<file path="src/rtl/alu_mc.sv">
// Multi-cycle ALU: operand A is loaded from a shared bus, start captures B and the opcode,
// and the result plus {Z,N,C,V} flags are committed to G after a 1-, s- or WIDTH-cycle execution.
module alu_mc #(
  parameter int WIDTH = 16
) (
  input  logic             clk,
  input  logic             rst_n,
  input  logic [WIDTH-1:0] bus,
  input  logic             A_ena,
  input  logic             start,
  input  logic [2:0]       op,
  output logic             busy,
  output logic             done,
  output logic [WIDTH-1:0] ALUout,
  output logic [3:0]       flags
);

  localparam int CW = $clog2(WIDTH);

  typedef enum logic [1:0] {S_IDLE, S_EXEC, S_DONE} state_t;
  typedef enum logic [2:0] {
    OP_ADD = 3'b000,
    OP_SUB = 3'b001,
    OP_AND = 3'b010,
    OP_OR  = 3'b011,
    OP_XOR = 3'b100,
    OP_SHL = 3'b101,
    OP_SHR = 3'b110,
    OP_MUL = 3'b111
  } op_t;

  state_t             state;
  op_t                op_q;
  logic [WIDTH-1:0]   a_q;
  logic [WIDTH-1:0]   b_q;
  logic [WIDTH-1:0]   wa_q;
  logic [2*WIDTH-1:0] prod_q;
  logic [CW-1:0]      cnt_q;
  logic [WIDTH-1:0]   g_q;
  logic [3:0]         flags_q;
  logic               busy_q;
  logic               done_q;

  logic [WIDTH:0]     add_sum;
  logic [WIDTH:0]     sub_dif;
  logic [WIDTH-1:0]   shl_val;
  logic [WIDTH-1:0]   shr_val;
  logic [WIDTH:0]     mul_sum;
  logic [2*WIDTH-1:0] mul_next;

  logic [WIDTH-1:0]   res;
  logic               res_c;
  logic               res_v;
  logic               last;

  assign add_sum  = {1'b0, wa_q} + {1'b0, b_q};
  assign sub_dif  = {1'b0, wa_q} - {1'b0, b_q};
  assign shl_val  = {wa_q[WIDTH-2:0], 1'b0};
  assign shr_val  = {1'b0, wa_q[WIDTH-1:1]};

  // One shift-add step: the multiplier sits in the low half and drains out to the right.
  assign mul_sum  = {1'b0, prod_q[2*WIDTH-1:WIDTH]} + (prod_q[0] ? {1'b0, wa_q} : '0);
  assign mul_next = {mul_sum, prod_q[WIDTH-1:1]};

  always_comb begin
    // NOTE: every output of this block gets a default first so no path can infer a latch.
    res   = '0;
    res_c = 1'b0;
    res_v = 1'b0;
    last  = 1'b1;
    case (op_q)
      OP_ADD: begin
        res   = add_sum[WIDTH-1:0];
        res_c = add_sum[WIDTH];
        res_v = (wa_q[WIDTH-1] == b_q[WIDTH-1]) && (res[WIDTH-1] != wa_q[WIDTH-1]);
      end
      OP_SUB: begin
        res   = sub_dif[WIDTH-1:0];
        res_c = ~sub_dif[WIDTH];
        res_v = (wa_q[WIDTH-1] != b_q[WIDTH-1]) && (res[WIDTH-1] != wa_q[WIDTH-1]);
      end
      OP_AND: res = wa_q & b_q;
      OP_OR:  res = wa_q | b_q;
      OP_XOR: res = wa_q ^ b_q;
      OP_SHL: begin
        last = (cnt_q <= CW'(1));
        if (cnt_q == '0) begin
          res = wa_q;
        end else begin
          res   = shl_val;
          res_c = wa_q[WIDTH-1];
        end
      end
      OP_SHR: begin
        last = (cnt_q <= CW'(1));
        if (cnt_q == '0) begin
          res = wa_q;
        end else begin
          res   = shr_val;
          res_c = wa_q[0];
        end
      end
      OP_MUL: begin
        last  = (cnt_q == '0);
        res   = mul_next[WIDTH-1:0];
        res_c = |mul_next[2*WIDTH-1:WIDTH];
      end
      default: ;
    endcase
  end

  // NOTE: all state below uses non-blocking assignments so every register samples pre-edge values.
  always_ff @(posedge clk or negedge rst_n) begin
    if (!rst_n) begin
      state   <= S_IDLE;
      op_q    <= OP_ADD;
      a_q     <= '0;
      b_q     <= '0;
      wa_q    <= '0;
      prod_q  <= '0;
      cnt_q   <= '0;
      g_q     <= '0;
      flags_q <= '0;
      busy_q  <= 1'b0;
      done_q  <= 1'b0;
    end else begin
      case (state)
        S_IDLE: begin
          if (A_ena) a_q <= bus;
          if (start) begin
            // wa_q takes the pre-edge A, so a simultaneous A_ena load does not affect this operation.
            b_q    <= bus;
            op_q   <= op_t'(op);
            wa_q   <= a_q;
            prod_q <= {{WIDTH{1'b0}}, bus};
            cnt_q  <= (op_t'(op) == OP_MUL) ? '1 : bus[CW-1:0];
            busy_q <= 1'b1;
            state  <= S_EXEC;
          end
        end
        S_EXEC: begin
          if (last) begin
            g_q     <= res;
            flags_q <= {~|res, res[WIDTH-1], res_c, res_v};
            done_q  <= 1'b1;
            state   <= S_DONE;
          end else begin
            case (op_q)
              OP_SHL:  wa_q   <= shl_val;
              OP_SHR:  wa_q   <= shr_val;
              OP_MUL:  prod_q <= mul_next;
              default: ;
            endcase
            cnt_q <= cnt_q - CW'(1);
          end
        end
        S_DONE: begin
          done_q <= 1'b0;
          busy_q <= 1'b0;
          state  <= S_IDLE;
        end
        default: state <= S_IDLE;
      endcase
    end
  end

  assign busy   = busy_q;
  assign done   = done_q;
  assign ALUout = g_q;
  assign flags  = flags_q;

endmodule

</file>
<file path="config.mk">
export PLATFORM = sky130hd
export DESIGN_NAME = alu_mc
export DESIGN_NICKNAME = d
export VERILOG_FILES = /design/src/rtl/alu_mc.sv
export SDC_FILE = /design/constraint.sdc
export NUM_CORES = 1
export LEC_CHECK = 0
export BUFFER_PORTS_ARGS = -buffer_cell sky130_fd_sc_hd__buf_2
export CORE_MARGIN = 3
export CORE_UTILIZATION = 45
export DETAILED_ROUTE_END_ITERATION = 16
export PLACE_DENSITY_LB_ADDON = 0.1
export SYNTH_ARGS = -nofsm -noshare
export SYNTH_HDL_FRONTEND = slang
export SYNTH_SLANG_ARGS = --single-unit
</file>
<file path="constraint.sdc">
create_clock -name clk -period 3.1 [get_ports clk]
set_input_delay 0.93 -clock clk [delete_from_list [all_inputs] [get_ports clk]]
set_output_delay 0.93 -clock clk [all_outputs]
set_load 0.01 [all_outputs]
</file>
==> impl_metrics.tcl <==
set metrics [dict create \
    outcome "completed" \
    syn_nets 1149 \
    cap_violations 0 \
    setup_viol 0 \
    finalHoldViolCount 0 \
    numCtsBuffers 9 \
    fin_crit_ps 3070 \
    detail-route-antenna-nets 0 \
    dp_slack_ps 15.9 \
    drc_errors 0 \
    arrival_ps 3330 \
    viasPerCell 5.91 \
    synthAdderAreaFrac_pct 9.99 \
    synth_top_family_by_area "compound AO/OA/AOI/OAI gates" \
    mappedNetlistArea_mm2 0.00887 \
    fp.dieW_um 146 \
    floorplan.rows 50 \
    yosys.area_share.simple_pct 20.1 \
    final.setup.worst_slack_ps 25.9 \
    drt_iter0_markers 771 \
    core_mm2 0.0190 \
    crit_path_end_kind "flop" \
    min_period_over_period_pct 99.2 \
    drive_above_1_share_pct 22.2 \
    synth_cell_types 96 \
    cts_root_buf "clkbuf_16" \
    synth_area_leader_cell "dfrtp_1" \
    gr-total-overflow 0 \
    clk_pin_slew_ps 80 \
    via_count 8312 \
    pin_count 45 \
    worstHoldPathType "reg -> reg" \
    hold_slack_ps 474 \
    clk_path_buf_depth 2 \
    grt_pass1_vias 7798 \
    firstDrtPassIters 5 \
    cp-start-kind "flop" \
    synth_xor_area_share_pct 1.58 \
    cts_tree "built" \
    area_growth_pct 16.5 \
    rsz0062_at_grt "true" \
    synth_edf_count 0 \
    stdcell_count 1406 \
    slew_viol_final 0 \
    cts_htree_levels 3 \
    antenna_found_initial 0 \
    rrSetupSlack_ps 30 \
    cp_data_required_time_ps 3350 \
    synth_area_per_cell_um2 8.39 \
    start_util_pct 46.6 \
    grtUsageTotal_pct 26.1 \
    clock.fmax_mhz 325 \
    synthMuxAreaShare_pct 3.72 \
    synth_top_cell_area_share_pct 31.0 \
    wl_per_cell_um 20.2 \
    worstSetupPathType "reg -> reg" \
    power_density_mw_per_mm2 1320 \
    p_leak_nw 4.64 \
    ys_ff_latch 110 \
    synth_ff_type "dfrtp_1" \
    path_max_fanout 6 \
    ys_seq_area_share_pct 31.0 \
    relSlewSlack_pct 35.1 \
    grt_max_degree 49 \
    layout_common_cells "nand2_1 (137), dfrtp_1 (101), o21ai_0 (99)" \
    hpwl_mm 21.4 \
    ir_drop_v 0.000439 \
    synthArstFlopShare_pct 100 \
    skew_ps 11.1 \
    yosysWarnings 0 \
    wl_mm 28.3 \
    final_core_util_pct 54.3 \
    cts.sinks 110 \
    port_buffers 44 \
    dp_cells 1380 \
    synth.area.top_cells "dfrtp_1 (31%), ha_1 (9.3%), nand2_1 (5.8%), o21ai_0 (5.6%), a21oi_1 (4.1%)" \
    nets 1233 \
    synth_compound_area_share_pct 26.4 \
    die_h_um 146 \
    postCtsHoldBufs 0 \
    gp_congestion 0.947 \
    grt_pass1_wl_mm 44.9 \
    mostFrequentLayoutCell "nand2_1" \
    tightest_slew_ps 973 \
    clock_latency_ps 370 \
    dieArea_mm2 0.0214 \
    synth_cells 1057 \
    n_antenna_cell 0 \
]
-- worst paths after layout --
kind / depth (start not counted) / end / startpoint
max: 12 / flags[1]$_DFFE_PN0P_ / wa_q[5]$_DFFE_PN0P_
min: 2 / ALUout[7]$_DFFE_PN0P_ / ALUout[7]$_DFFE_PN0P_
max in group asynchronous: 2 / wa_q[13]$_DFFE_PN0P_ / rst_n
max reg2reg: 12 / flags[1]$_DFFE_PN0P_ / wa_q[5]$_DFFE_PN0P_
min reg2reg: 2 / ALUout[7]$_DFFE_PN0P_ / ALUout[7]$_DFFE_PN0P_
min in group asynchronous: 1 / done$_DFFE_PN0P_ / rst_n
-- kinds of logic after synthesis --
family                     after synthesis
xor gates and xnor gates                16
and+or+nand+nor                        356
buffers and inverters                  128
DFF                                    110
AOI/OAI and AO/OA                      347
muxes                                   31
adders and majority gates               69
-- power by group --
group / total (mW) / switching (mW) / internal (mW)
sequential: 2.77 / 0.636 / 2.13
clock: 1.22 / 0.634 / 0.585
combinational: 9.66 / 5.71 / 3.95
total: 13.6 / 6.98 / 6.67
-- cell usage after synthesis, types with 14 or more instances --
cell type / instances
ha_1: 66
dfrtp_1: 110
nand3_1: 14
o211ai_1: 25
o21ai_0: 100
nand2_1: 138
nor2_1: 70
clkbuf_1: 35
and2_1: 17
a21oi_1: 72
mux2i_1: 15
inv_1: 60
nor2b_1: 14
mux2_2: 16
nor3_1: 21
-- state kept, by name, indices dropped and copies added (netlist names), 3 cells and up --
signal and flops:
ALUout 15, a_q 16, b_q 16, cnt_q 4
flags 4, op_q 3, prod_q 32, wa_q 16
-- what timing repair did --
action,4_1_cts,5_1_grt
gates resized for setup,0,51
endpoints found under the setup margin,1,26
buffers inserted,0,10
pin swaps,1,21
hold endpoints to repair,0,0
-- routing by layer --
layer  share of wire, %  vias to the layer above  track usage, %  routed length, um
li1                   -                     3995               -                  -
met1                 50                     3985            40.7              14300
met2                 43                      302            38.7              12100
met3                5.3                       30            3.17               1510
met4                1.5                        0            5.60                417
met5                  0                        -               0                  0
-- worst max-delay path, cell delays in order (launching register included) --
cell	delay (ps)
dfrtp_2	450
buf_4	150
ha_1	290
or3_1	350
or3_1	380
o221ai_4	210
a31oi_1	140
o31a_1	290
a211oi_2	150
buf_4	170
nand3_2	80
nor4_2	210
a21oi_1	90
-- cell type report --
type | count | area [um^2]
inverter | 60 | 225
sequential | 110 | 2760
multi-input combinational | 819 | 5720
clock buffer | 9 | 225
tap | 260 | 325
timing repair buffer | 141 | 992
fill | 1901 | 8680
clock inverter | 7 | 81.3
-- metrics by stage --
step	instance area (um^2)	TNS [ps]	power, mW
finish	10300	0	13.6
global route	10300	-232	14.8
CTS	10000	0	12.9
detailed placement	9720	0	11.6
global placement	9720	-51.9	11.6
floorplan	8870	0	8.77
Power figures use the tool's default switching activity.
